$ cat config.mk
export PLATFORM = sky130hd
export DESIGN_NAME = pc_fetch_ctrl
export DESIGN_NICKNAME = d
export VERILOG_FILES = /design/src/rtl/cpu_pkg.sv /design/src/rtl/pc_sat_counter.sv /design/src/rtl/pc_fetch_ctrl.sv
export SDC_FILE = /design/constraint.sdc
export NUM_CORES = 1
export LEC_CHECK = 0
export BUFFER_PORTS_ARGS = -buffer_cell sky130_fd_sc_hd__buf_2
export CORE_ASPECT_RATIO = 0.6
export CORE_MARGIN = 2
export CORE_UTILIZATION = 50
export CTS_BUF_LIST = sky130_fd_sc_hd__clkbuf_8
export CTS_CLUSTER_DIAMETER = 30
export CTS_CLUSTER_SIZE = 40
export DETAILED_ROUTE_END_ITERATION = 8
export GPL_ROUTABILITY_DRIVEN = 0
export HOLD_SLACK_MARGIN = 0.05
export PLACE_DENSITY_LB_ADDON = 0.3
export SYNTH_ARGS = -nofsm -noshare
export SYNTH_HDL_FRONTEND = slang
export SYNTH_SLANG_ARGS = --single-unit
export TNS_END_PERCENT = 10
$ cat constraint.sdc
create_clock -name clk -period 2 [get_ports clk]
set_input_delay 0.4 -clock clk [delete_from_list [all_inputs] [get_ports clk]]
set_output_delay 0.4 -clock clk [all_outputs]
set_load 0.01 [all_outputs]
$ cat src/rtl/cpu_pkg.sv
// rtl/cpu_pkg.sv - shared fetch-stage types and constants
package cpu_pkg;
  localparam int PC_W = 16;
  localparam int WAIT_W = 8;
  localparam logic [PC_W-1:0] DEFAULT_RESET_VECTOR = 16'h0000;

  typedef enum logic [1:0] {
    RUN     = 2'd0,
    WAIT_CF = 2'd1,
    HALTED  = 2'd2
  } fetch_state_t;

  function automatic logic [PC_W-1:0] pc_inc(input logic [PC_W-1:0] pc);
    return pc + PC_W'(1);
  endfunction
endpackage

$ cat src/rtl/pc_sat_counter.sv
// rtl/pc_sat_counter.sv - saturating up-counter with synchronous clear
module pc_sat_counter #(
  parameter int WIDTH = 8
) (
  input  logic             clk,
  input  logic             rst,
  input  logic             clr,
  input  logic             inc,
  output logic [WIDTH-1:0] cnt
);
  logic [WIDTH-1:0] cnt_q, cnt_d;

  always_comb begin
    cnt_d = cnt_q;
    if (clr) begin
      cnt_d = '0;
    end else if (inc && (cnt_q != '1)) begin
      cnt_d = cnt_q + WIDTH'(1);
    end
  end

  always_ff @(posedge clk) begin
    if (rst) begin
      cnt_q <= '0;
    end else begin
      cnt_q <= cnt_d;
    end
  end

  assign cnt = cnt_q;
endmodule

$ cat src/rtl/pc_fetch_ctrl.sv
// rtl/pc_fetch_ctrl.sv - PC register and IF control (freeze on control flow, redirect, halt)
// FETCH_PERF_CNT_EN enables the redirect/stall performance counters.
module pc_fetch_ctrl
  import cpu_pkg::*;
#(
  parameter logic [PC_W-1:0] RESET_VECTOR = DEFAULT_RESET_VECTOR,
  parameter int              MAX_WAIT     = 8
) (
  input  logic            clk,
  input  logic            rst,
  input  logic            stall,
  input  logic            halt,
  input  logic            cf_decoded,
  input  logic            resolve,
  input  logic [PC_W-1:0] PC_update,
  input  logic            PC_src,
  output logic [PC_W-1:0] PC,
  output logic [PC_W-1:0] PC_plus1,
  output logic            fetch_valid,
  output logic            flush,
  output logic            halted,
  output logic            cf_timeout,
  output logic [15:0]     redirect_cnt,
  output logic [15:0]     stall_cnt
);
  fetch_state_t      state_q, state_d;
  logic [PC_W-1:0]   pc_q, pc_d;
  logic              cf_timeout_q, cf_timeout_d;
  logic              wait_clr, wait_inc, flush_raw;
  logic [WAIT_W-1:0] wait_cnt;

  pc_sat_counter #(.WIDTH(WAIT_W)) u_wait_cnt (
    .clk (clk),
    .rst (rst),
    .clr (wait_clr),
    .inc (wait_inc),
    .cnt (wait_cnt)
  );

  always_comb begin
    state_d      = state_q;
    pc_d         = pc_q;
    cf_timeout_d = cf_timeout_q;
    wait_clr     = 1'b0;
    wait_inc     = 1'b0;
    flush_raw    = 1'b0;
    case (state_q)
      RUN: begin
        if (halt) begin
          state_d = HALTED;
        end else if (!stall) begin
          pc_d = pc_inc(pc_q);
          if (cf_decoded) begin
            state_d  = WAIT_CF;
            wait_clr = 1'b1;
          end
        end
      end
      WAIT_CF: begin
        if (resolve) begin
          state_d = RUN;
          if (PC_src) begin
            pc_d      = PC_update;
            flush_raw = 1'b1;
          end
        end else begin
          wait_inc = 1'b1;
          // The counter reaches MAX_WAIT on this edge.
          if (wait_cnt >= WAIT_W'(MAX_WAIT - 1)) begin
            cf_timeout_d = 1'b1;
          end
        end
      end
      default: ;
    endcase
  end

  always_ff @(posedge clk) begin
    if (rst) begin
      state_q      <= RUN;
      pc_q         <= RESET_VECTOR;
      cf_timeout_q <= 1'b0;
    end else begin
      state_q      <= state_d;
      pc_q         <= pc_d;
      cf_timeout_q <= cf_timeout_d;
    end
  end

  assign PC          = pc_q;
  assign PC_plus1    = pc_inc(pc_q);
  assign fetch_valid = !rst && (state_q == RUN) && !stall;
  assign flush       = flush_raw && !rst;
  assign halted      = (state_q == HALTED);
  assign cf_timeout  = cf_timeout_q;

`ifdef FETCH_PERF_CNT_EN
  pc_sat_counter #(.WIDTH(16)) u_redirect_cnt (
    .clk (clk),
    .rst (rst),
    .clr (1'b0),
    .inc (flush),
    .cnt (redirect_cnt)
  );

  pc_sat_counter #(.WIDTH(16)) u_stall_cnt (
    .clk (clk),
    .rst (rst),
    .clr (1'b0),
    .inc ((state_q == RUN) && stall),
    .cnt (stall_cnt)
  );
`else
  assign redirect_cnt = 16'h0000;
  assign stall_cnt    = 16'h0000;
`endif
endmodule

* Yosys cells after proc, flatten, opt, wreduce, memory -nomap -nowiden
Index checks and enable logic that the tools add are counted.
** Word-level totals
- Register bits after elaboration :: 27
- Bits of input ports :: 23
- Output and inout port bits :: 68
- Logic and storage cells :: 48
** Cells by class
- Add/subtract/negate cells :: 2
- Order comparisons :: 1
- Equality and inequality tests :: 9
- Mux-type cells :: 19
- Bitwise operators :: 1
- Reductions and logical operators :: 12
** Operators with widths (number)
- $mux 16 :: 4
- $pmux 16 s2 :: 1
- $add 16x1->16 const B :: 1
- $mux 1 :: 9
- $add 8x1->8 const B :: 1
- $ge 8x3->1 const B :: 1
- $mux 2 :: 4
- $ne 2x2->1 const B :: 4
- $ne 8x8->1 const B :: 1
- $ne 3x3->1 const B :: 2
- $reduce_and 5->1 :: 1
- $logic_and 1x1->1 :: 4
- $pmux 2 s2 :: 1
- $reduce_and 4->1 :: 1
- $reduce_and 3->1 :: 1
- $eq 2x1->1 const B :: 1
- $eq 2x2->1 const B :: 1
- $logic_not 1->1 :: 2
- $logic_not 2->1 :: 1
- $reduce_bool 2->1 :: 1
- $reduce_or 2->1 :: 1
- $not 1->1 :: 1

* Longest topological paths before layout
Gate-level depths: netlist (run 1).
- Depth after elaboration :: 5
- Depth in mapped cells :: 7

* By module
A second synthesis (run 1) with hierarchy kept.
** Unflattened totals
- Cell total of the unflattened synthesis :: 258
- Area, all modules :: 2070.7 um^2
** By module, submodules not included
- pc_fetch_ctrl :: times used 1, cells an instance 211, area each 1635.3 um^2
- pc_sat_counter :: times used 1, cells an instance 47, area each 435.4 um^2

* Least setup slack after synthesis (run 1)
OpenSTA, ideal clock, no wires.
- Kind :: register -> output
- Start :: reg pc_q[1], in the netlist PC[1]
- End :: out PC_plus1[12]
- Data arrival time :: 1598 ps
- Setup slack :: 2 ps
- Cell stages (with the launch flop) :: 6
- Cell sequence :: dfxtp_1 ha_1 nand3_1 buf_2 nor4_1 xor2_1
** On the way
- Cells in the longest elaborated chain, start to end :: 1
** Ends and longest elaborated chain
- from (decl) :: line pc_fetch_ctrl.sv:27 : logic [PC_W-1:0] pc_q, pc_d;
- from (signal assigned) :: line pc_fetch_ctrl.sv:85 : pc_q <= pc_d;
- $add 16x1->16 :: line cpu_pkg.sv:14 : return pc + PC_W'(1);
- to (decl) :: line pc_fetch_ctrl.sv:18 : output logic [PC_W-1:0] PC_plus1,
Every way passes these cells.

* Worst setup path in the final report (run 1)
- Start :: reg pc_q[6], in the netlist PC[6]
- End :: out PC_plus1[12]
Same word-level chain as after synthesis.

==> flow_summary.yaml, run 1 <==
run_status:
  outcome: "complete, but fails checks"
  violations: "negative setup slack"
setup_path:
  critPathRequiredTime_ns: 1.60
  cpMaxStageDelayCell: "dfxtp_4"
  crit_path_end_kind: "output pin"
  critPathLaunchType: "register"
  cp_cell_sequence: "nand3_4, nor4_2, buf_4, xor2_1, buf_2"
  critical_path_class: "register to output pin"
  crit_path_max_fanout: 9
  cp.arrival_ns: 1.61
  critPathBufInv: 2
  cp_top_family: "simple AND/OR/NAND/NOR gates"
  r2r_slack_ns: 0.18
  max_stage_delay_ns: 0.39
finish:
  layout-drive-gt1-share_pct: 35.5
  area_delta_synth_final_pct: 21.4
  diodes: 0
  final_cell_mix: "buf_2, conb_1, buf_4"
  final_common_cell: "buf_2"
  fin_nets: 356
  fin_util_pct: 63.2
synth:
  synth_area_um2: 2150
  yosys.area.top_type_share_pct: 25.2
  synth_top_cell_by_area: "dfxtp_1"
  yosysUniqueCellTypes: 54
  synth_edf_count: 0
  synth_seq_area_share_pct: 25.2
  async_flop_share_pct: 0
  avgSynthCellArea_um2: 8.10
  ys_top_cells_by_area: "dfxtp_1, buf_4, xnor2_1"
  ys_seq_elements: 27
  postSynthCellCount: 265
  yosysWarnings: 0
  synthFlopType: "dfxtp_1"
clock_network:
  postCtsHoldBufs: 0
  tritoncts: "built"
  htreeDepth: 1
  clock_path_buffers: 2
  clk_pin_slew_ns: 0.09
  root_buffer: "clkbuf_8"
  clock_latency_ns: 0.27
  clkSinkCount: 27
  numCtsBuffers: 3
floorplanning:
  ios: 91
  dieWidth_um: 88.6
  initial_core_util_pct: 52.1
  num_rows: 18
  die_area_um2: 4850
  die_height_um: 54.8
  fp.coreArea_um2: 4120
sta:
  setup_viol: 2
  slew_violations: 0
  timing.fmax_ghz: 0.497
  period_share_pct: 101
  rsz0062_at_grt: "true"
  fin_ws_ns: -0.0104
  finalSetupTns_ns: -0.0198
  finClkSkew_ns: 0.00277
  finalHoldViolations: 0
  maxSlewHeadroom_pct: 56.9
  worst_pin_slew_ns: 0.644
  period_needed_ns: 2.01
grt:
  grt_max_degree: 34
  grt_pass1_vias: 1702
  grt_pass1_wl_um: 8220
  grt_util_all_layers_pct: 21.9
  grt-ovfl-total: 0
  antenna_found_initial: 0
power:
  ir_drop_uv: 221
  power.density_nw_per_um2: 421
  p_leak_nw: 1.07
routing:
  dr.pass1.iters: 4
  vias_per_cell: 5.22
  wl_per_cell_um: 13.2
  via_count: 2034
  ant_nets: 0
  post-route-drc-count: 0
  drtIter0Drc: 188
  totalWireLength_um: 5140
placement:
  hpwl_um: 3910
  port_buffers: 58
worst_hold_path:
  hold_class: "primary input to register"
run:
  drv_cap: 0
## area by class of cell
class | count | area, um2
Clock inverter | 1 | 3.75
Multi-Input combinational cell | 205 | 1410
Fill cell | 378 | 1520
Tap cell | 60 | 75.1
Clock buffer | 3 | 41.3
Timing Repair Buffer | 82 | 474
Inverter | 12 | 45.0
Sequential cell | 27 | 558
## kinds of logic after synthesis
logic type | Yosys count | synth area share, %
XOR/XNOR | 19 | 7.75
buffers and inverters | 64 | 18.9
flip-flops | 27 | 25.2
adder cells (fa/ha/maj) | 2 | 1.17
other | 1 | 0.175
multiplexers | 2 | 0.932
AND/OR/NAND/NOR | 93 | 24.5
AO/OA/AOI/OAI | 57 | 21.4
## Yosys cell counts, types with 5 or more instances
cell,count
nor4_1,13
o21ai_0,9
nor3_1,9
nand3_1,8
nor2_1,17
dfxtp_1,27
nand2_1,11
xor2_1,8
xnor2_1,11
buf_4,34
inv_1,12
nand4_1,5
nand3b_1,6
a21oi_1,15
clkbuf_1,6
## metrics by stage
step / hold WS (ns) / instances / area [um2] / worst slack (ns) / total power (W)
after CTS: 0.374 / 390 / 2580 / -0.0110 / 0.00110
after global routing: 0.382 / 390 / 2610 / -0.100 / 0.00115
after floorplan: 0.488 / 296 / 2260 / 0.00161 / 0.000763
after detailed placement: 0.465 / 384 / 2430 / 0.0690 / 0.000793
final: 0.369 / 390 / 2610 / -0.0104 / 0.00110
after global placement: 0.458 / 384 / 2430 / 0.139 / 0.000790
## layer usage
| layer | global-route usage [%] | part of all wire (%) | vias to the layer above |
|---|---|---|---|
| li1 | - | - | 1009 |
| met1 | 33.0 | 51 | 932 |
| met2 | 33.0 | 41 | 89 |
| met3 | 4.83 | 8.0 | 4 |
| met4 | 2.02 | 0.45 | 0 |
| met5 | 0 | 0 | - |
## registers in the layout, indices dropped and copies added, names as in the netlist
signal / cells
state_q: 2
u_wait_cnt.cnt: 8
cf_timeout: 1
PC: 16
## power by group
group	internal (W)	switching (W)	leakage [nW]
Sequential	0.000551	0.0000212	0.223
Combinational	0.0000847	0.000131	0.820
Clock	0.000138	0.000172	0.0269
Total	0.000773	0.000324	1.07
## path summary, 6_finish.rpt
check,from,cells after the start,end
worst min-delay path,PC_update[1],3,PC[1]$_SDFFE_PP0P_
worst max-delay path,PC[6]$_SDFFE_PP0P_,5,PC_plus1[12]
worst min register to register,cf_timeout$_SDFFE_PP0P_,2,cf_timeout$_SDFFE_PP0P_
worst max register to register,state_q[0]$_SDFFE_PP0P_,4,u_wait_cnt.cnt[1]$_SDFFE_PP0P_
## repair_timing
item                                    in CTS  in global routing
pin swaps                                    9                  3
hold endpoints to repair                     0                  0
gates resized for setup                     23                  5
setup buffers                                2                  0
endpoints found under the setup margin      10                 17
## worst register-to-register path, stage by stage (launching register included)
cell	delay, ns
dfxtp_1	0.45
or3b_1	0.59
a41oi_1	0.38
mux2i_1	0.24
nor2_1	0.05
(Power assumes the default switching activity.)
==> inputs of run 2 (changes only) <==
Settings changed: CORE_UTILIZATION 50 to 48, CTS_BUF_LIST sky130_fd_sc_hd__clkbuf_8 to sky130_fd_sc_hd__clkbuf_8 sky130_fd_sc_hd__clkbuf_16.
==> flow_summary.yaml, run 2 (same netlist as run 1, synthesis figures left out) <==
run_status:
  outcome: "complete, but fails checks"
  violations: "negative setup slack"
clock_network:
  numCtsBuffers: 3
  root_buffer: "clkbuf_8"
  clock_path_buffers: 2
  clkSinkCount: 27
  clock_latency_ns: 0.28
  clk_pin_slew_ns: 0.10
  tritoncts: "built"
  htreeDepth: 1
  postCtsHoldBufs: 0
floorplanning:
  num_rows: 18
  die_area_um2: 5040
  fp.coreArea_um2: 4210
  dieWidth_um: 90.3
  ios: 91
  die_height_um: 55.8
  initial_core_util_pct: 51.0
power:
  p_leak_nw: 1.26
  ir_drop_uv: 216
  power.density_nw_per_um2: 394
  power_w: 0.00111
finish:
  largest_register_ffs: 16
  fin_nets: 372
  diodes: 0
  design_area_um2: 2810
  area_delta_synth_final_pct: 31.1
  final_common_cell: "buf_2"
  final_cell_mix: "buf_2, buf_4, conb_1"
  layout-drive-gt1-share_pct: 40.8
  fillers: 347
routing:
  drtIter0Drc: 181
  totalWireLength_um: 6000
  post-route-drc-count: 0
  wl_per_cell_um: 14.8
  via_count: 2213
  ant_nets: 0
  vias_per_cell: 5.45
  dr.pass1.iters: 6
sta:
  slew_violations: 0
  maxSlewHeadroom_pct: 64.0
  period_share_pct: 102
  worst_pin_slew_ns: 0.539
  period_needed_ns: 2.03
  finalSetupTns_ns: -0.0559
  setup_viol: 2
  timing.fmax_ghz: 0.491
  fin_ws_ns: -0.0347
  finalHoldViolations: 0
  holdWs_ns: 0.373
  finClkSkew_ns: 0.00622
  rsz0062_at_grt: "true"
placement:
  place_area_um2: 2440
  post-place-ws_ns: 0.0339
  port_buffers: 58
  hpwl_um: 4090
setup_path:
  critPathLaunchType: "register"
  r2r_slack_ns: 0.21
  critPathRequiredTime_ns: 1.60
  r2r-end: "PC[9]$_SDFFE_PP0P_"
  critical_path_class: "register to output pin"
  crit_path_end_kind: "output pin"
  reg2reg_from: "state_q[1]$_SDFFE_PP0P_"
  cp-endpoint: "PC_plus1[9]"
  crit_start: "PC[6]$_SDFFE_PP0P_"
  crit_path_max_fanout: 5
  cp.arrival_ns: 1.63
  reg2reg_depth: 4
grt:
  grt_max_degree: 28
  grt_pass1_wl_um: 8600
  grt-ovfl-total: 0
  grt_pass1_vias: 1742
  antenna_found_initial: 0
  grt_util_all_layers_pct: 20.8
worst_hold_path:
  hold_class: "primary input to register"
run:
  drv_cap: 0
==> run 2: cell types whose count changed in the layout (fill, tap and decap cells not counted), sizes merged <==
cell   change
buf       +15
nand3      +1
==> run 2: metrics by stage <==
step,util [%],std cells
3_5_place_dp,58.0,385
6_report,66.8,406
4_1_cts,60.9,393
3_3_place_gp,58.0,385
2_1_floorplan,-,296
5_1_grt,66.8,406
==> run 2: area by class of cell <==
cell class	instances	area [um2]	share of cell area, %
inverter	12	45.0	1.60
sequential	27	576	20.5
timing repair buffer	97	603	21.4
multi-input combinational	206	1470	52.2
tap	60	75.1	2.67
clock buffer	3	41.3	1.47
clock inverter	1	3.75	0.133
==> run 2: report_power, final <==
group	internal, W	leakage, nW	switching, W	total (W)
Combinational	0.0000881	1.01	0.000135	0.000223
Clock	0.000138	0.0269	0.000178	0.000316
Sequential	0.000548	0.228	0.0000217	0.000569
Total	0.000774	1.26	0.000335	0.00111
==> run 2: worst min path at each step <==
stage	endpoint	start	cells after the start	slack, ns
final	PC[8]$_SDFFE_PP0P_	PC_update[8]	3	0.37
after global routing	PC[1]$_SDFFE_PP0P_	PC_update[1]	3	0.38
after CTS	PC[8]$_SDFFE_PP0P_	PC_update[8]	3	0.38
after detailed placement	cf_timeout$_SDFFE_PP0P_	cf_timeout$_SDFFE_PP0P_	2	0.47
after global placement	cf_timeout$_SDFFE_PP0P_	cf_timeout$_SDFFE_PP0P_	2	0.46
after floorplan	u_wait_cnt.cnt[1]$_SDFFE_PP0P_	u_wait_cnt.cnt[1]$_SDFFE_PP0P_	2	0.49
==> run 2: routing by layer <==
metal,global-route usage (%),up-vias,wire length (um),part of all wire (%)
li1,-,1050,-,-
met1,33.4,1022,2890,48
met2,28.0,131,2520,42
met3,5.01,10,530,8.8
met4,2.86,0,59,0.98
met5,0,-,0,0
==> run 2: timing repair <==
| action | in CTS | in global routing |
|---|---|---|
| resized for setup | 18 | 29 |
| pin swaps | 6 | 8 |
| buffers inserted | 4 | 12 |
| cloned | 0 | 1 |
| endpoints found under the setup margin | 12 | 12 |
| hold endpoints to repair | 0 | 0 |
==> run 2: critical path, cell delays in order, from the launching register on <==
cell,delay (ns)
dfxtp_4,0.40
nand3_4,0.16
buf_12,0.17
nor4_4,0.22
buf_4,0.16
xor2_1,0.12
buf_2,0.14
